==> config.mk <==
export PLATFORM = sky130hd
export DESIGN_NAME = image_mem_arbiter
export DESIGN_NICKNAME = d
export VERILOG_FILES = /design/src/rtl/image_mem_arbiter.sv
export SDC_FILE = /design/constraint.sdc
export NUM_CORES = 1
export LEC_CHECK = 0
export ABC_AREA = 0
export CAP_MARGIN = 5
export CORE_ASPECT_RATIO = 0.75
export CORE_MARGIN = 5
export CORE_UTILIZATION = 23
export DETAILED_ROUTE_END_ITERATION = 10
export PLACE_DENSITY = 0.87
export REMOVE_ABC_BUFFERS = 1
export SLEW_MARGIN = 20
export SYNTH_ARGS = -nofsm -noshare
export SYNTH_HDL_FRONTEND = slang
export SYNTH_SLANG_ARGS = --single-unit
==> constraint.sdc <==
create_clock -name clk -period 1.8 [get_ports clk]
set_input_delay 0.27 -clock clk [delete_from_list [all_inputs] [get_ports clk]]
set_output_delay 0.27 -clock clk [all_outputs]
set_load 0.02 [all_outputs]
==> src/rtl/image_mem_arbiter.sv <==
// image_mem_arbiter: shares the single-port image memory between display scan-out and CPU, with a starvation guard for the CPU
module image_mem_arbiter #(
    parameter int ADDR_W     = 15,
    parameter int DATA_W     = 16,
    parameter int STARVE_MAX = 8
) (
    input  logic              clk,
    input  logic              rst_n,
    input  logic              disp_req,
    input  logic [ADDR_W-1:0] disp_addr,
    output logic              disp_gnt,
    output logic              disp_rvalid,
    output logic [DATA_W-1:0] disp_rdata,
    input  logic              cpu_req,
    input  logic              cpu_we,
    input  logic [ADDR_W-1:0] cpu_addr,
    input  logic [DATA_W-1:0] cpu_wdata,
    output logic              cpu_gnt,
    output logic              cpu_rvalid,
    output logic [DATA_W-1:0] cpu_rdata,
    output logic              mem_en,
    output logic              mem_we,
    output logic              mem_re,
    output logic [ADDR_W-1:0] mem_addr,
    output logic [DATA_W-1:0] mem_wdata,
    input  logic [DATA_W-1:0] mem_rdata
);
    localparam int SW = $clog2(STARVE_MAX + 1);
    localparam logic [SW-1:0] STREAK_LIM = SW'(STARVE_MAX);

    typedef enum logic {DISP_PRI, CPU_FORCE} state_t;

    state_t          state_q, state_d;
    logic [SW-1:0]   streak_q, streak_d;
    logic            own_disp_q, own_disp_d;
    logic            own_cpu_q, own_cpu_d;
    logic            cpu_win;

    always_comb begin
        cpu_win     = cpu_req && (state_q == CPU_FORCE || !disp_req);
        cpu_gnt     = rst_n && cpu_win;
        disp_gnt    = rst_n && disp_req && !cpu_win;
        streak_d    = (!cpu_req || cpu_gnt) ? '0 : disp_gnt ? streak_q + 1'b1 : streak_q;
        state_d     = (state_q == DISP_PRI) ? ((streak_d == STREAK_LIM) ? CPU_FORCE : DISP_PRI)
                                            : ((cpu_gnt || !cpu_req) ? DISP_PRI : CPU_FORCE);
        own_disp_d  = disp_gnt;
        own_cpu_d   = cpu_gnt && !cpu_we;
        mem_en      = disp_gnt || cpu_gnt;
        mem_we      = cpu_gnt && cpu_we;
        mem_re      = disp_gnt || own_cpu_d;
        mem_addr    = disp_gnt ? disp_addr : cpu_gnt ? cpu_addr : '0;
        mem_wdata   = mem_we ? cpu_wdata : '0;
        disp_rvalid = own_disp_q;
        disp_rdata  = own_disp_q ? mem_rdata : '0;
        cpu_rvalid  = own_cpu_q;
        cpu_rdata   = own_cpu_q ? mem_rdata : '0;
    end

    always_ff @(posedge clk or negedge rst_n) begin
        if (!rst_n) begin
            state_q    <= DISP_PRI;
            streak_q   <= '0;
            own_disp_q <= 1'b0;
            own_cpu_q  <= 1'b0;
        end else begin
            state_q    <= state_d;
            streak_q   <= streak_d;
            own_disp_q <= own_disp_d;
            own_cpu_q  <= own_cpu_d;
        end
    end
endmodule

# After elaboration in Yosys (flattened, before gate mapping)
# Cells that the tools add are included.
# totals
out_inout_bits	70
elab_cells	30
ff_bits	7
# op_classes
n_addsub	1
n_eq_ne	1
reduce_logical	14
muxes	10
# ops
operator	count
16-bit 2-to-1 mux	3
15-bit 2-to-1 mux	2
4-bit 2-to-1 mux	2
1-bit logical AND	6
4-bit by 1-bit adder with 4-bit output (second input constant)	1
4-bit equality test (second input constant)	1
1-bit logical NOT	4
1-bit logical OR	4
1-bit 2-to-1 mux	3

# Depth between registers and ports, before layout
# Gate-level depths: netlist of run 1.
# logic_depth
word_depth	10
ltp_mapped	5
depth_no_buf	5

# Least setup slack after synthesis of run 1
# Ideal clock, no wire load.
# synth_path
kind	register to output
from	register state_q
to	output mem_addr[10]
stages_incl_launch_ff	6
required_time_ns	1.530
arrival_ns	1.500
slack_ns	0.030
path_cell_list	dfrtp_1 -> nand2_1 -> and3_1 -> buf_2 -> buf_1 -> a22o_1
# synth_via
elab_chain_len	5
elab_cells_between_ends	7
classes_between	mux (2); reduce/logical (5)
# synth_rtl
item	line	source
start: declaration	33	state_t state_q, state_d;
start signal: assignment	66	state_q <= state_d;
1-bit logical OR	40	cpu_win = cpu_req && (state_q == CPU_FORCE || !disp_req);
1-bit logical AND	40	
1-bit logical NOT	42	disp_gnt = rst_n && disp_req && !cpu_win;
1-bit logical AND	42	
net disp_gnt	11	output logic disp_gnt,
15-bit 2-to-1 mux	51	mem_addr = disp_gnt ? disp_addr : cpu_gnt ? cpu_addr : '0;
end: declaration	24	output logic [ADDR_W-1:0] mem_addr,
# The timed path passes the listed nets, and every way through them passes these cells.

# Worst setup path after layout of run 1
# layout_path
from	register state_q
to	output mem_wdata[5]
# layout_via
elab_chain_len	5
# layout_rtl
item	line	source
1-bit logical OR	40	
1-bit logical AND	40	
1-bit logical AND	41	cpu_gnt = rst_n && cpu_win;
1-bit logical AND	49	mem_we = cpu_gnt && cpu_we;
16-bit 2-to-1 mux	52	mem_wdata = mem_we ? cpu_wdata : '0;
end: declaration	25	output logic [DATA_W-1:0] mem_wdata,
# No other way between the ends.

==> impl_metrics.xml, run 1 <==
<?xml version="1.0" encoding="UTF-8"?>
<metrics>
  <group name="yosys">
    <metric name="ys_seq_elements" unit="">7</metric>
    <metric name="ys_seq_area_share" unit="%">19.86</metric>
    <metric name="ys_warnings" unit="">0</metric>
    <metric name="synth_area_per_cell" unit="um^2">7.738</metric>
    <metric name="synthDominantAreaCellType" unit="">sky130_fd_sc_hd__and2_1</metric>
    <metric name="async_reset_ff_share" unit="%">100.0</metric>
    <metric name="synth_largest_type_area_fraction" unit="%">24.11</metric>
    <metric name="unique_masters_post_synth" unit="">28</metric>
    <metric name="synth_top_cells_by_area" unit="">sky130_fd_sc_hd__and2_1, sky130_fd_sc_hd__dfrtp_1, sky130_fd_sc_hd__a22o_1, sky130_fd_sc_hd__and3_1, sky130_fd_sc_hd__nand2_1</metric>
    <metric name="post_synth_instance_area" unit="um^2">882.1</metric>
    <metric name="netlist_instances" unit="">114</metric>
    <metric name="synth_top_flop_cell" unit="">sky130_fd_sc_hd__dfrtp_1</metric>
    <metric name="synth-edff-count" unit="">0</metric>
  </group>
  <group name="critical_path">
    <metric name="timing.critical_path.fanout_max" unit="">17</metric>
    <metric name="ff2ff_setup_slack" unit="ps">110</metric>
    <metric name="crit_required" unit="ps">1530</metric>
    <metric name="critPathLaunchType" unit="">flip-flop</metric>
    <metric name="critPathCaptureType" unit="">output pin</metric>
    <metric name="timing.reg2reg.worst_path_depth" unit="">6</metric>
    <metric name="cp_data_arrival_time" unit="ps">1480</metric>
    <metric name="rr_startpoint" unit="">state_q</metric>
    <metric name="crit_end" unit="">mem_wdata[5]</metric>
    <metric name="critical_path_source" unit="">state_q</metric>
    <metric name="worstSetupPathType" unit="">reg2out</metric>
    <metric name="critical_path.reg2reg.endpoint" unit="">state_q</metric>
  </group>
  <group name="global_routing">
    <metric name="grtUsageTotal" unit="%">16.96</metric>
    <metric name="globalRouteOverflowTotal" unit="">0</metric>
    <metric name="grt_pass1_wl" unit="um">6906</metric>
    <metric name="most_crowded_layer_after_global_routing" unit="">met2</metric>
    <metric name="antenna_found_initial" unit="">0</metric>
    <metric name="grt_use_met3" unit="%">9.117</metric>
    <metric name="number_of_global_route_vias_before_repair" unit="">1517</metric>
    <metric name="grt_use_met1" unit="%">16.34</metric>
    <metric name="use_met2" unit="%">31.30</metric>
    <metric name="maximum_number_of_pins_on_one_net_before_global_route_repair" unit="">19</metric>
  </group>
  <group name="floorplan">
    <metric name="chipHeight" unit="um">63.63</metric>
    <metric name="initial_core_util" unit="%">23.94</metric>
    <metric name="design.core.area" unit="um^2">3685</metric>
    <metric name="design.portCount" unit="">137</metric>
    <metric name="die_x" unit="um">81.51</metric>
    <metric name="std_cell_rows" unit="">19</metric>
    <metric name="dieArea" unit="um^2">5186</metric>
  </group>
  <group name="layout">
    <metric name="inserted_diodes" unit="">0</metric>
    <metric name="mostFrequentLayoutCell" unit="">sky130_fd_sc_hd__clkdlybuf4s50_1</metric>
    <metric name="final_nets" unit="">333</metric>
    <metric name="synthToLayoutAreaGrowth" unit="%">198.4</metric>
    <metric name="finalCoreUtilization" unit="%">71.44</metric>
    <metric name="fraction_of_layout_instances_using_a_drive_strength_above_1" unit="%">27.27</metric>
    <metric name="layout.cells.most_common_list" unit="">sky130_fd_sc_hd__clkdlybuf4s50_1, sky130_fd_sc_hd__and2_1, sky130_fd_sc_hd__buf_6</metric>
  </group>
  <group name="placement">
    <metric name="dp_slack" unit="ps">-523.1</metric>
    <metric name="dp.final_hpwl" unit="um">3854</metric>
    <metric name="routability_congestion_estimate_from_global_placement" unit="">0.8470</metric>
    <metric name="port_buffers" unit="">136</metric>
  </group>
  <group name="pwr">
    <metric name="combinationalPowerShare" unit="%">53.7</metric>
    <metric name="switching_share" unit="%">30.28</metric>
    <metric name="cell_internal_pwr" unit="uW">588.6</metric>
    <metric name="power-per-cell-area" unit="nW/um^2">320.7</metric>
    <metric name="pwr-share-seq" unit="%">19.8</metric>
    <metric name="switching_power" unit="uW">255.6</metric>
    <metric name="irDropWorstVdd" unit="V">0.0002110</metric>
    <metric name="pwr-share-clk" unit="%">26.5</metric>
    <metric name="p_leak" unit="nW">1.648</metric>
  </group>
  <group name="clock_tree">
    <metric name="clk-insertion-delay-late" unit="ps">230</metric>
    <metric name="h-tree-depth" unit="">1</metric>
    <metric name="hold_buffers" unit="">0</metric>
    <metric name="tritoncts" unit="">done</metric>
    <metric name="cts.reportedPaths.clkPinSlew" unit="ps">40</metric>
    <metric name="cts.root.buffer_cell" unit="">sky130_fd_sc_hd__clkbuf_8</metric>
    <metric name="total_clock_buffers_created_by_cts" unit="">3</metric>
    <metric name="clkSinkCount" unit="">7</metric>
    <metric name="clock_path_buffers" unit="">2</metric>
  </group>
  <group name="sta">
    <metric name="final-setup-viol-count" unit="">0</metric>
    <metric name="tightest_slew" unit="ps">312.2</metric>
    <metric name="max_freq" unit="MHz">569.9</metric>
    <metric name="unrepaired_setup_endpoints_after_global_routing" unit="">yes</metric>
    <metric name="finalWorstSetupSlack" unit="ps">45.42</metric>
    <metric name="finalCriticalPeriod" unit="ps">1755</metric>
    <metric name="report.final.hold_viol_count" unit="">0</metric>
    <metric name="max-slew-margin-rel" unit="%">79.14</metric>
    <metric name="period_utilisation_layout" unit="%">97.48</metric>
    <metric name="timing.clock.skew" unit="ps">0.6293</metric>
    <metric name="final_max_slew_viol_count" unit="">0</metric>
  </group>
  <group name="routing">
    <metric name="drtIter0Drc" unit="">70</metric>
    <metric name="route.vias.total" unit="">1455</metric>
    <metric name="final_routed_wire_length_divided_by_cell_count" unit="um">15.38</metric>
    <metric name="drcViolationCount" unit="">0</metric>
    <metric name="detailedRoute.firstPassIterationCount" unit="">6</metric>
    <metric name="route.antenna.remaining_nets" unit="">0</metric>
    <metric name="drt-vias-per-instance" unit="">4.604</metric>
    <metric name="finalWirelength" unit="um">4860</metric>
  </group>
  <group name="run_status">
    <metric name="outcome" unit="">completed</metric>
  </group>
  <group name="min_path">
    <metric name="min_path_type" unit="">in2async</metric>
  </group>
  <group name="run">
    <metric name="max_cap_violations" unit="">0</metric>
  </group>
</metrics>
-- flip-flops by register name, summed over array words and instances (netlist names) --
| register | flops |
|---|---|
| streak_q | 4 |
| disp_rvalid | 1 |
| state_q | 1 |
| cpu_rvalid | 1 |
-- timing repair --
item                                    4_1_cts  5_1_grt
pin swaps                                     9        5
endpoints found under the setup margin       53       64
cloned                                        2        0
resized for setup                           180       71
setup buffers                                 4        0
-- worst max-delay path, cell delays in order, from the launching register on --
cell	delay, ps
sky130_fd_sc_hd__dfrtp_1	370
sky130_fd_sc_hd__and2b_2	250
sky130_fd_sc_hd__nor2_4	150
sky130_fd_sc_hd__buf_12	160
sky130_fd_sc_hd__and3_1	190
sky130_fd_sc_hd__buf_6	120
-- through the flow --
step | total power, mW | instances | instance area [um^2] | hold WS [ps] | TNS [ps]
6_report | 0.8442 | 316 | 2633 | 174.7 | 0
5_1_grt | 0.8923 | 316 | 2633 | 197.8 | -106.8
4_1_cts | 0.8486 | 319 | 2501 | 178.2 | -158.8
3_5_place_dp | 0.6129 | 309 | 2416 | 605.3 | -17350
3_3_place_gp | 0.6060 | 309 | 2416 | 586.6 | -16620
2_1_floorplan | 0.3059 | 105 | 844.6 | -25.59 | -17250
-- logic make-up after synthesis --
kind of cell	Yosys count	synth area share, %
AO/OA/AOI/OAI	23	22.70
XOR/XNOR	1	0.9931
AND/OR/NAND/NOR	72	49.65
multiplexers	1	1.135
flip-flops	7	19.86
adder cells (fa/ha/maj)	1	1.418
buffers and inverters	9	4.255
-- synth_stat cells, drive strengths merged (2+ instances only) --
library cell / count
nand2: 6
clkbuf: 5
o21ai: 2
a22o: 15
nor2: 2
nand3: 3
a21boi: 2
nand4b: 2
and3: 17
buf: 4
dfrtp: 7
nand2b: 2
and2: 34
-- final cells by class --
| cell class | count | area, um^2 |
|---|---|---|
| sequential | 7 | 176.4 |
| tap | 52 | 65.06 |
| clock buffer | 4 | 45.04 |
| fill | 304 | 1052 |
| timing repair buffer | 155 | 1617 |
| multi-input combinational | 98 | 729.5 |
-- metal layers --
metal  part of all wire (%)  routed length [um]
met1                     34                1675
met2                     50                2411
met3                     16                 755
met4                   0.37                  18
met5                      0                   0
-- power by group through the flow --
stage	combinational (mW)	clock (mW)	sequential [mW]
detailed placement	0.444	0	0.169
global route	0.483	0.241	0.168
floorplan	0.134	0	0.172
global placement	0.437	0	0.169
finish	0.454	0.224	0.167
CTS	0.456	0.225	0.167
-- worst min path at each step --
| stage | cells past startpoint | to | slack (ps) |
|---|---|---|---|
| after floorplan | 0 | cpu_rvalid | -30 |
| after global placement | 2 | streak_q[3] | 590 |
| after detailed placement | 2 | streak_q[3] | 610 |
| after CTS | 2 | streak_q[2] | 180 |
| after global routing | 2 | streak_q[2] | 200 |
| final | 2 | state_q | 170 |
Note: power is estimated with default switching activity, not from simulation.
==> inputs of run 2 (changes only) <==
--- a/config.mk
+++ b/config.mk
@@ -13,7 +13,7 @@
 export DETAILED_ROUTE_END_ITERATION = 10
 export PLACE_DENSITY = 0.87
 export REMOVE_ABC_BUFFERS = 1
-export SLEW_MARGIN = 20
 export SYNTH_ARGS = -nofsm -noshare
 export SYNTH_HDL_FRONTEND = slang
 export SYNTH_SLANG_ARGS = --single-unit
+export TNS_END_PERCENT = 5
==> run 2 against run 1 <==
Die area is the same. Maximum frequency grew 0.33%. Total power shrank 4.4%. Highest routed layer unchanged.
==> impl_metrics.xml, run 2 (same netlist as run 1, synthesis figures left out) <==
<?xml version="1.0" encoding="UTF-8"?>
<metrics>
  <group name="clock_tree">
    <metric name="clk-insertion-delay-late" unit="ps">230</metric>
    <metric name="total_clock_buffers_created_by_cts" unit="">3</metric>
    <metric name="clock_path_buffers" unit="">2</metric>
    <metric name="tritoncts" unit="">done</metric>
    <metric name="clkSinkCount" unit="">7</metric>
    <metric name="cts_post_setup_buffers_inserted" unit="">0</metric>
    <metric name="cts.reportedPaths.clkPinSlew" unit="ps">40</metric>
    <metric name="h-tree-depth" unit="">1</metric>
    <metric name="cts.root.buffer_cell" unit="">sky130_fd_sc_hd__clkbuf_8</metric>
  </group>
  <group name="pwr">
    <metric name="combinationalPowerShare" unit="%">52.2</metric>
    <metric name="irDropWorstVdd" unit="V">0.0002123</metric>
    <metric name="switching_share" unit="%">29.90</metric>
    <metric name="pwr-share-seq" unit="%">20.7</metric>
    <metric name="switching_power" unit="uW">241.3</metric>
    <metric name="p_leak" unit="nW">1.660</metric>
    <metric name="power-per-cell-area" unit="nW/um^2">326.6</metric>
    <metric name="cell_internal_pwr" unit="uW">565.7</metric>
    <metric name="power_total" unit="uW">807.0</metric>
    <metric name="pwr-share-clk" unit="%">27.1</metric>
  </group>
  <group name="sta">
    <metric name="post_route_setup_tns" unit="ps">0</metric>
    <metric name="finalCriticalPeriod" unit="ps">1749</metric>
    <metric name="period_utilisation_layout" unit="%">97.15</metric>
    <metric name="final_max_slew_viol_count" unit="">0</metric>
    <metric name="final-setup-viol-count" unit="">0</metric>
    <metric name="timing.clock.skew" unit="ps">0.3276</metric>
    <metric name="tightest_slew" unit="ps">283.9</metric>
    <metric name="max-slew-margin-rel" unit="%">81.03</metric>
    <metric name="report.final.hold_viol_count" unit="">0</metric>
    <metric name="max_freq" unit="MHz">571.8</metric>
    <metric name="finalWorstSetupSlack" unit="ps">51.27</metric>
    <metric name="unrepaired_setup_endpoints_after_global_routing" unit="">yes</metric>
  </group>
  <group name="layout">
    <metric name="fraction_of_layout_instances_using_a_drive_strength_above_1" unit="%">23.37</metric>
    <metric name="final_nets" unit="">330</metric>
    <metric name="fillCellCount" unit="">333</metric>
    <metric name="largest_register_ffs" unit="">4</metric>
    <metric name="finalCoreUtilization" unit="%">67.06</metric>
    <metric name="inserted_diodes" unit="">0</metric>
    <metric name="synthToLayoutAreaGrowth" unit="%">180.1</metric>
    <metric name="multi_input_area" unit="um^2">686.9</metric>
    <metric name="seq_area" unit="um^2">176.4</metric>
    <metric name="layout.cells.most_common_list" unit="">sky130_fd_sc_hd__clkdlybuf4s50_1, sky130_fd_sc_hd__and2_1, sky130_fd_sc_hd__buf_4</metric>
    <metric name="mostFrequentLayoutCell" unit="">sky130_fd_sc_hd__clkdlybuf4s50_1</metric>
    <metric name="top_register" unit="">streak_q</metric>
  </group>
  <group name="critical_path">
    <metric name="path_delay_family" unit="">simple AND/OR/NAND/NOR gates</metric>
    <metric name="worstSetupPathType" unit="">reg2out</metric>
    <metric name="critical_path.max_stage_delay" unit="ps">380</metric>
    <metric name="cp_data_arrival_time" unit="ps">1480</metric>
    <metric name="critPathCaptureType" unit="">output pin</metric>
    <metric name="crit_slowest_cell" unit="">sky130_fd_sc_hd__dfrtp_1</metric>
    <metric name="critPathLaunchType" unit="">flip-flop</metric>
    <metric name="critical_path.cell_chain" unit="">and2b_1, nor2_2, buf_12, and3_1, buf_4</metric>
    <metric name="crit_required" unit="ps">1530</metric>
    <metric name="worst-path-buf-inv" unit="">2</metric>
    <metric name="timing.critical_path.fanout_max" unit="">33</metric>
  </group>
  <group name="placement">
    <metric name="dp_slack" unit="ps">-523.1</metric>
    <metric name="dp.final_hpwl" unit="um">3854</metric>
    <metric name="port_buffers" unit="">136</metric>
    <metric name="routability_congestion_estimate_from_global_placement" unit="">0.8470</metric>
  </group>
  <group name="run_status">
    <metric name="outcome" unit="">completed</metric>
  </group>
  <group name="floorplan">
    <metric name="chipHeight" unit="um">63.63</metric>
    <metric name="design.portCount" unit="">137</metric>
    <metric name="design.core.area" unit="um^2">3685</metric>
    <metric name="initial_core_util" unit="%">23.94</metric>
    <metric name="die_x" unit="um">81.51</metric>
    <metric name="std_cell_rows" unit="">19</metric>
    <metric name="dieArea" unit="um^2">5186</metric>
  </group>
  <group name="global_routing">
    <metric name="number_of_global_route_vias_before_repair" unit="">1441</metric>
    <metric name="maximum_number_of_pins_on_one_net_before_global_route_repair" unit="">34</metric>
    <metric name="grtUsageTotal" unit="%">15.95</metric>
    <metric name="globalRouteOverflowTotal" unit="">0</metric>
    <metric name="antenna_found_initial" unit="">0</metric>
    <metric name="grt_pass1_wl" unit="um">6506</metric>
  </group>
  <group name="routing">
    <metric name="finalWirelength" unit="um">4648</metric>
    <metric name="drt-vias-per-instance" unit="">4.530</metric>
    <metric name="detailedRoute.firstPassIterationCount" unit="">4</metric>
    <metric name="drcViolationCount" unit="">0</metric>
    <metric name="route.antenna.remaining_nets" unit="">0</metric>
    <metric name="route.vias.total" unit="">1418</metric>
    <metric name="drtIter0Drc" unit="">57</metric>
    <metric name="final_routed_wire_length_divided_by_cell_count" unit="um">14.85</metric>
  </group>
  <group name="run">
    <metric name="max_cap_violations" unit="">0</metric>
  </group>
  <group name="min_path">
    <metric name="min_path_type" unit="">in2async</metric>
  </group>
</metrics>
==> run 2: power by group through the flow <==
stage	registers [mW]	clock network, mW	logic (mW)
after floorplan	0.172	0	0.134
after global placement	0.169	0	0.437
after detailed placement	0.169	0	0.444
after CTS	0.167	0.225	0.420
after global routing	0.168	0.243	0.450
final	0.167	0.219	0.421
==> run 2: layer usage <==
layer,track usage [%],wire (um),vias to the layer above
met2,28.76,2245,96
met1,16.20,1710,618
met3,8.262,682,2
met5,0,0,-
li1,-,-,702
met4,3.165,10,0
==> run 2: worst paths after layout <==
check                       startpoint           end  slack (ps)  depth (start not counted)
max                            state_q  mem_wdata[5]          50                          5
min                              rst_n   streak_q[2]          50                          2
max reg2reg                    state_q       state_q         190                          5
min reg2reg                streak_q[3]   streak_q[3]         640                          2
max in group asynchronous        rst_n    cpu_rvalid        1560                          2
min in group clk                 rst_n   disp_rvalid         550                          3
==> run 2: area by class of cell <==
class	instances	share of cell area, %
Sequential cell	7	7.139
Multi-Input combinational cell	98	27.80
Tap cell	52	2.633
Clock buffer	4	1.823
Timing Repair Buffer	152	60.61
==> run 2: timing repair <==
item | 4_1_cts | 5_1_grt
pin swaps | 0 | 1
setup endpoints to repair | 53 | 67
hold buffers | 0 | 0
resized for setup | 153 | 55
gates cloned | 0 | 0
==> run 2: stage by stage <==
step                      hold WS, ps  cells  instance area, um^2
after global routing            70.35    313                 2471
after global placement          586.6    309                 2416
after CTS                       423.7    313                 2345
after detailed placement        605.3    309                 2416
final                           53.67    313                 2471
after floorplan                -25.59    105                844.6
==> inputs of run 3 (changes only) <==
--- a/config.mk
+++ b/config.mk
@@ -7,7 +7,6 @@
 export LEC_CHECK = 0
 export ABC_AREA = 0
 export CAP_MARGIN = 5
-export CORE_ASPECT_RATIO = 0.75
 export CORE_MARGIN = 5
 export CORE_UTILIZATION = 23
 export DETAILED_ROUTE_END_ITERATION = 10
==> run 3 against run 2 <==
The run now ends with negative setup slack left. Register-to-register slack improved by 160 ps. Global-route usage fell by 1.1 points. Worst setup slack lost 84 ps. Sequential cell count unchanged. First-iteration DRC count down 37%. Count of clock-buffer cells in the layout did not move. Design area grew 7.2%. Worst hold slack improved by 15 ps. Clock skew grew 1.7 ps. Die area fell by 0.24%. Combinational power increased by 9.0%.
==> impl_metrics.xml, run 3 (same netlist as run 1, synthesis figures left out) <==
<?xml version="1.0" encoding="UTF-8"?>
<metrics>
  <group name="run_status">
    <metric name="violations" unit="">negative setup slack</metric>
    <metric name="outcome" unit="">finished, violations left</metric>
  </group>
  <group name="placement">
    <metric name="port_buffers" unit="">136</metric>
    <metric name="dp.final_hpwl" unit="um">3493</metric>
    <metric name="routability_congestion_estimate_from_global_placement" unit="">0.7759</metric>
    <metric name="placed_instances" unit="">302</metric>
  </group>
  <group name="floorplan">
    <metric name="die_x" unit="um">71.93</metric>
    <metric name="design.core.area" unit="um^2">3689</metric>
    <metric name="dieArea" unit="um^2">5174</metric>
    <metric name="design.portCount" unit="">137</metric>
    <metric name="std_cell_rows" unit="">22</metric>
    <metric name="initial_core_util" unit="%">23.91</metric>
    <metric name="chipHeight" unit="um">71.93</metric>
  </group>
  <group name="pwr">
    <metric name="p_leak" unit="nW">1.542</metric>
    <metric name="power-per-cell-area" unit="nW/um^2">323.7</metric>
    <metric name="power_total" unit="uW">857.5</metric>
    <metric name="irDropWorstVdd" unit="V">0.0004463</metric>
  </group>
  <group name="layout">
    <metric name="finish.cell_count_without_fillers" unit="">310</metric>
    <metric name="mostFrequentLayoutCell" unit="">sky130_fd_sc_hd__clkdlybuf4s50_1</metric>
    <metric name="layout.cells.most_common_list" unit="">sky130_fd_sc_hd__clkdlybuf4s50_1, sky130_fd_sc_hd__and2_1, sky130_fd_sc_hd__buf_6</metric>
    <metric name="fraction_of_layout_instances_using_a_drive_strength_above_1" unit="%">27.48</metric>
    <metric name="synthToLayoutAreaGrowth" unit="%">200.3</metric>
    <metric name="top_register" unit="">streak_q</metric>
    <metric name="inserted_diodes" unit="">0</metric>
    <metric name="largest_register_ffs" unit="">4</metric>
    <metric name="final_nets" unit="">331</metric>
    <metric name="fillCellCount" unit="">281</metric>
  </group>
  <group name="sta">
    <metric name="finalWorstSetupSlack" unit="ps">-33.10</metric>
    <metric name="max-slew-margin-rel" unit="%">82.94</metric>
    <metric name="fin_worst_hold_slack" unit="ps">68.98</metric>
    <metric name="timing.clock.skew" unit="ps">2.067</metric>
    <metric name="finalCriticalPeriod" unit="ps">1833</metric>
    <metric name="max_freq" unit="MHz">545.5</metric>
    <metric name="period_utilisation_layout" unit="%">101.8</metric>
    <metric name="post_route_setup_tns" unit="ps">-258.4</metric>
    <metric name="final_max_slew_viol_count" unit="">0</metric>
    <metric name="report.final.hold_viol_count" unit="">0</metric>
    <metric name="final-setup-viol-count" unit="">15</metric>
    <metric name="tightest_slew" unit="ps">255.4</metric>
    <metric name="unrepaired_setup_endpoints_after_global_routing" unit="">yes</metric>
  </group>
  <group name="critical_path">
    <metric name="rr_startpoint" unit="">state_q</metric>
    <metric name="critical_path.cell_chain" unit="">and2b_2, nor2_4, clkbuf_16, and3_1, buf_6</metric>
    <metric name="critPathCaptureType" unit="">output pin</metric>
    <metric name="timing.critical_path.fanout_max" unit="">8</metric>
    <metric name="critPathLaunchType" unit="">flip-flop</metric>
    <metric name="critical_path.max_stage_delay" unit="ps">360</metric>
    <metric name="ff2ff_setup_slack" unit="ps">350</metric>
    <metric name="critical_path.reg2reg.endpoint" unit="">state_q</metric>
    <metric name="critical_path_source" unit="">state_q</metric>
    <metric name="worstSetupPathType" unit="">reg2out</metric>
    <metric name="timing.reg2reg.worst_path_depth" unit="">4</metric>
    <metric name="crit_slowest_cell" unit="">sky130_fd_sc_hd__dfrtp_1</metric>
    <metric name="cp_data_arrival_time" unit="ps">1560</metric>
    <metric name="crit_required" unit="ps">1530</metric>
  </group>
  <group name="global_routing">
    <metric name="grt_pass1_wl" unit="um">6230</metric>
    <metric name="antenna_found_initial" unit="">0</metric>
    <metric name="grtUsageTotal" unit="%">14.83</metric>
    <metric name="globalRouteOverflowTotal" unit="">0</metric>
    <metric name="maximum_number_of_pins_on_one_net_before_global_route_repair" unit="">34</metric>
    <metric name="number_of_global_route_vias_before_repair" unit="">1394</metric>
  </group>
  <group name="min_path">
    <metric name="min_path_type" unit="">in2async</metric>
  </group>
  <group name="routing">
    <metric name="drt-vias-per-instance" unit="">4.813</metric>
    <metric name="drtIter0Drc" unit="">36</metric>
    <metric name="route.antenna.remaining_nets" unit="">0</metric>
    <metric name="drcViolationCount" unit="">0</metric>
    <metric name="final_routed_wire_length_divided_by_cell_count" unit="um">15.49</metric>
    <metric name="detailedRoute.firstPassIterationCount" unit="">4</metric>
    <metric name="route.vias.total" unit="">1492</metric>
    <metric name="finalWirelength" unit="um">4801</metric>
  </group>
  <group name="clock_tree">
    <metric name="clk-insertion-delay-late" unit="ps">230</metric>
    <metric name="cts.reportedPaths.clkPinSlew" unit="ps">40</metric>
    <metric name="h-tree-depth" unit="">1</metric>
    <metric name="tritoncts" unit="">done</metric>
    <metric name="clkSinkCount" unit="">7</metric>
    <metric name="total_clock_buffers_created_by_cts" unit="">3</metric>
    <metric name="cts.root.buffer_cell" unit="">sky130_fd_sc_hd__clkbuf_8</metric>
    <metric name="clock_path_buffers" unit="">2</metric>
  </group>
  <group name="run">
    <metric name="max_cap_violations" unit="">0</metric>
  </group>
</metrics>
run 3: changes by cell type in the layout (fill, tap and decap cells not counted), moves of 7 or more:
cell	change
sky130_fd_sc_hd__buf_4	-20
sky130_fd_sc_hd__and3_1	-7
sky130_fd_sc_hd__buf_6	+26
sky130_fd_sc_hd__dlymetal6s2s_1	-8
sky130_fd_sc_hd__and3_4	+7
sky130_fd_sc_hd__clkdlybuf4s50_1	+8
run 3: metal layers:
| metal | global-route usage (%) | up-vias | routed length, um |
|---|---|---|---|
| li1 | - | 707 | - |
| met5 | 0 | - | 0 |
| met3 | 6.094 | 5 | 657 |
| met1 | 15.35 | 672 | 1657 |
| met2 | 27.55 | 108 | 2413 |
| met4 | 3.758 | 0 | 73 |
run 3: critical path: cells and delay by family, from the launching register on:
kind,cells,cell delay (ps)
flops,1,360
simple gates,3,640
buf+inv,2,320
run 3: report_power, final:
part | internal, mW | switching (mW) | total [mW]
Combinational | 0.279 | 0.179 | 0.459
Clock | 0.154 | 0.0760 | 0.230
Sequential | 0.162 | 0.00723 | 0.169
Total | 0.595 | 0.262 | 0.857
run 3: per-stage QoR:
step / instance area (um^2) / util [%] / worst slack, ps
detailed placement: 2391 / 64.82 / -507.7
global route: 2649 / 71.81 / -95.90
CTS: 2377 / 64.45 / -117.7
floorplan: 844.6 / - / -537.0
finish: 2649 / 71.81 / -33.10
global placement: 2391 / 64.82 / -473.1
run 3: cell type report:
class | count | area, um^2 | area share [%]
Timing Repair Buffer | 153 | 1637 | 61.79
Sequential cell | 7 | 176.4 | 6.660
Multi-Input combinational cell | 98 | 730.7 | 27.59
Clock buffer | 4 | 45.04 | 1.701
Tap cell | 48 | 60.06 | 2.267
run 3: what timing repair did:
item,4_1_cts,5_1_grt
pin swaps,0,20
endpoints found under the hold margin,0,0
resized for setup,175,67
gates cloned,0,3
setup endpoints to repair,53,58
buffers inserted,0,1
hold buffers,0,0
run 3: how the worst max path moves through the flow:
stage	slack, ps	endpoint
after global placement	-470	mem_re
final	-30	mem_wdata[9]
after global routing	-100	mem_wdata[9]
after floorplan	-540	mem_wdata[0]
after detailed placement	-510	mem_addr[5]
after CTS	-120	mem_re
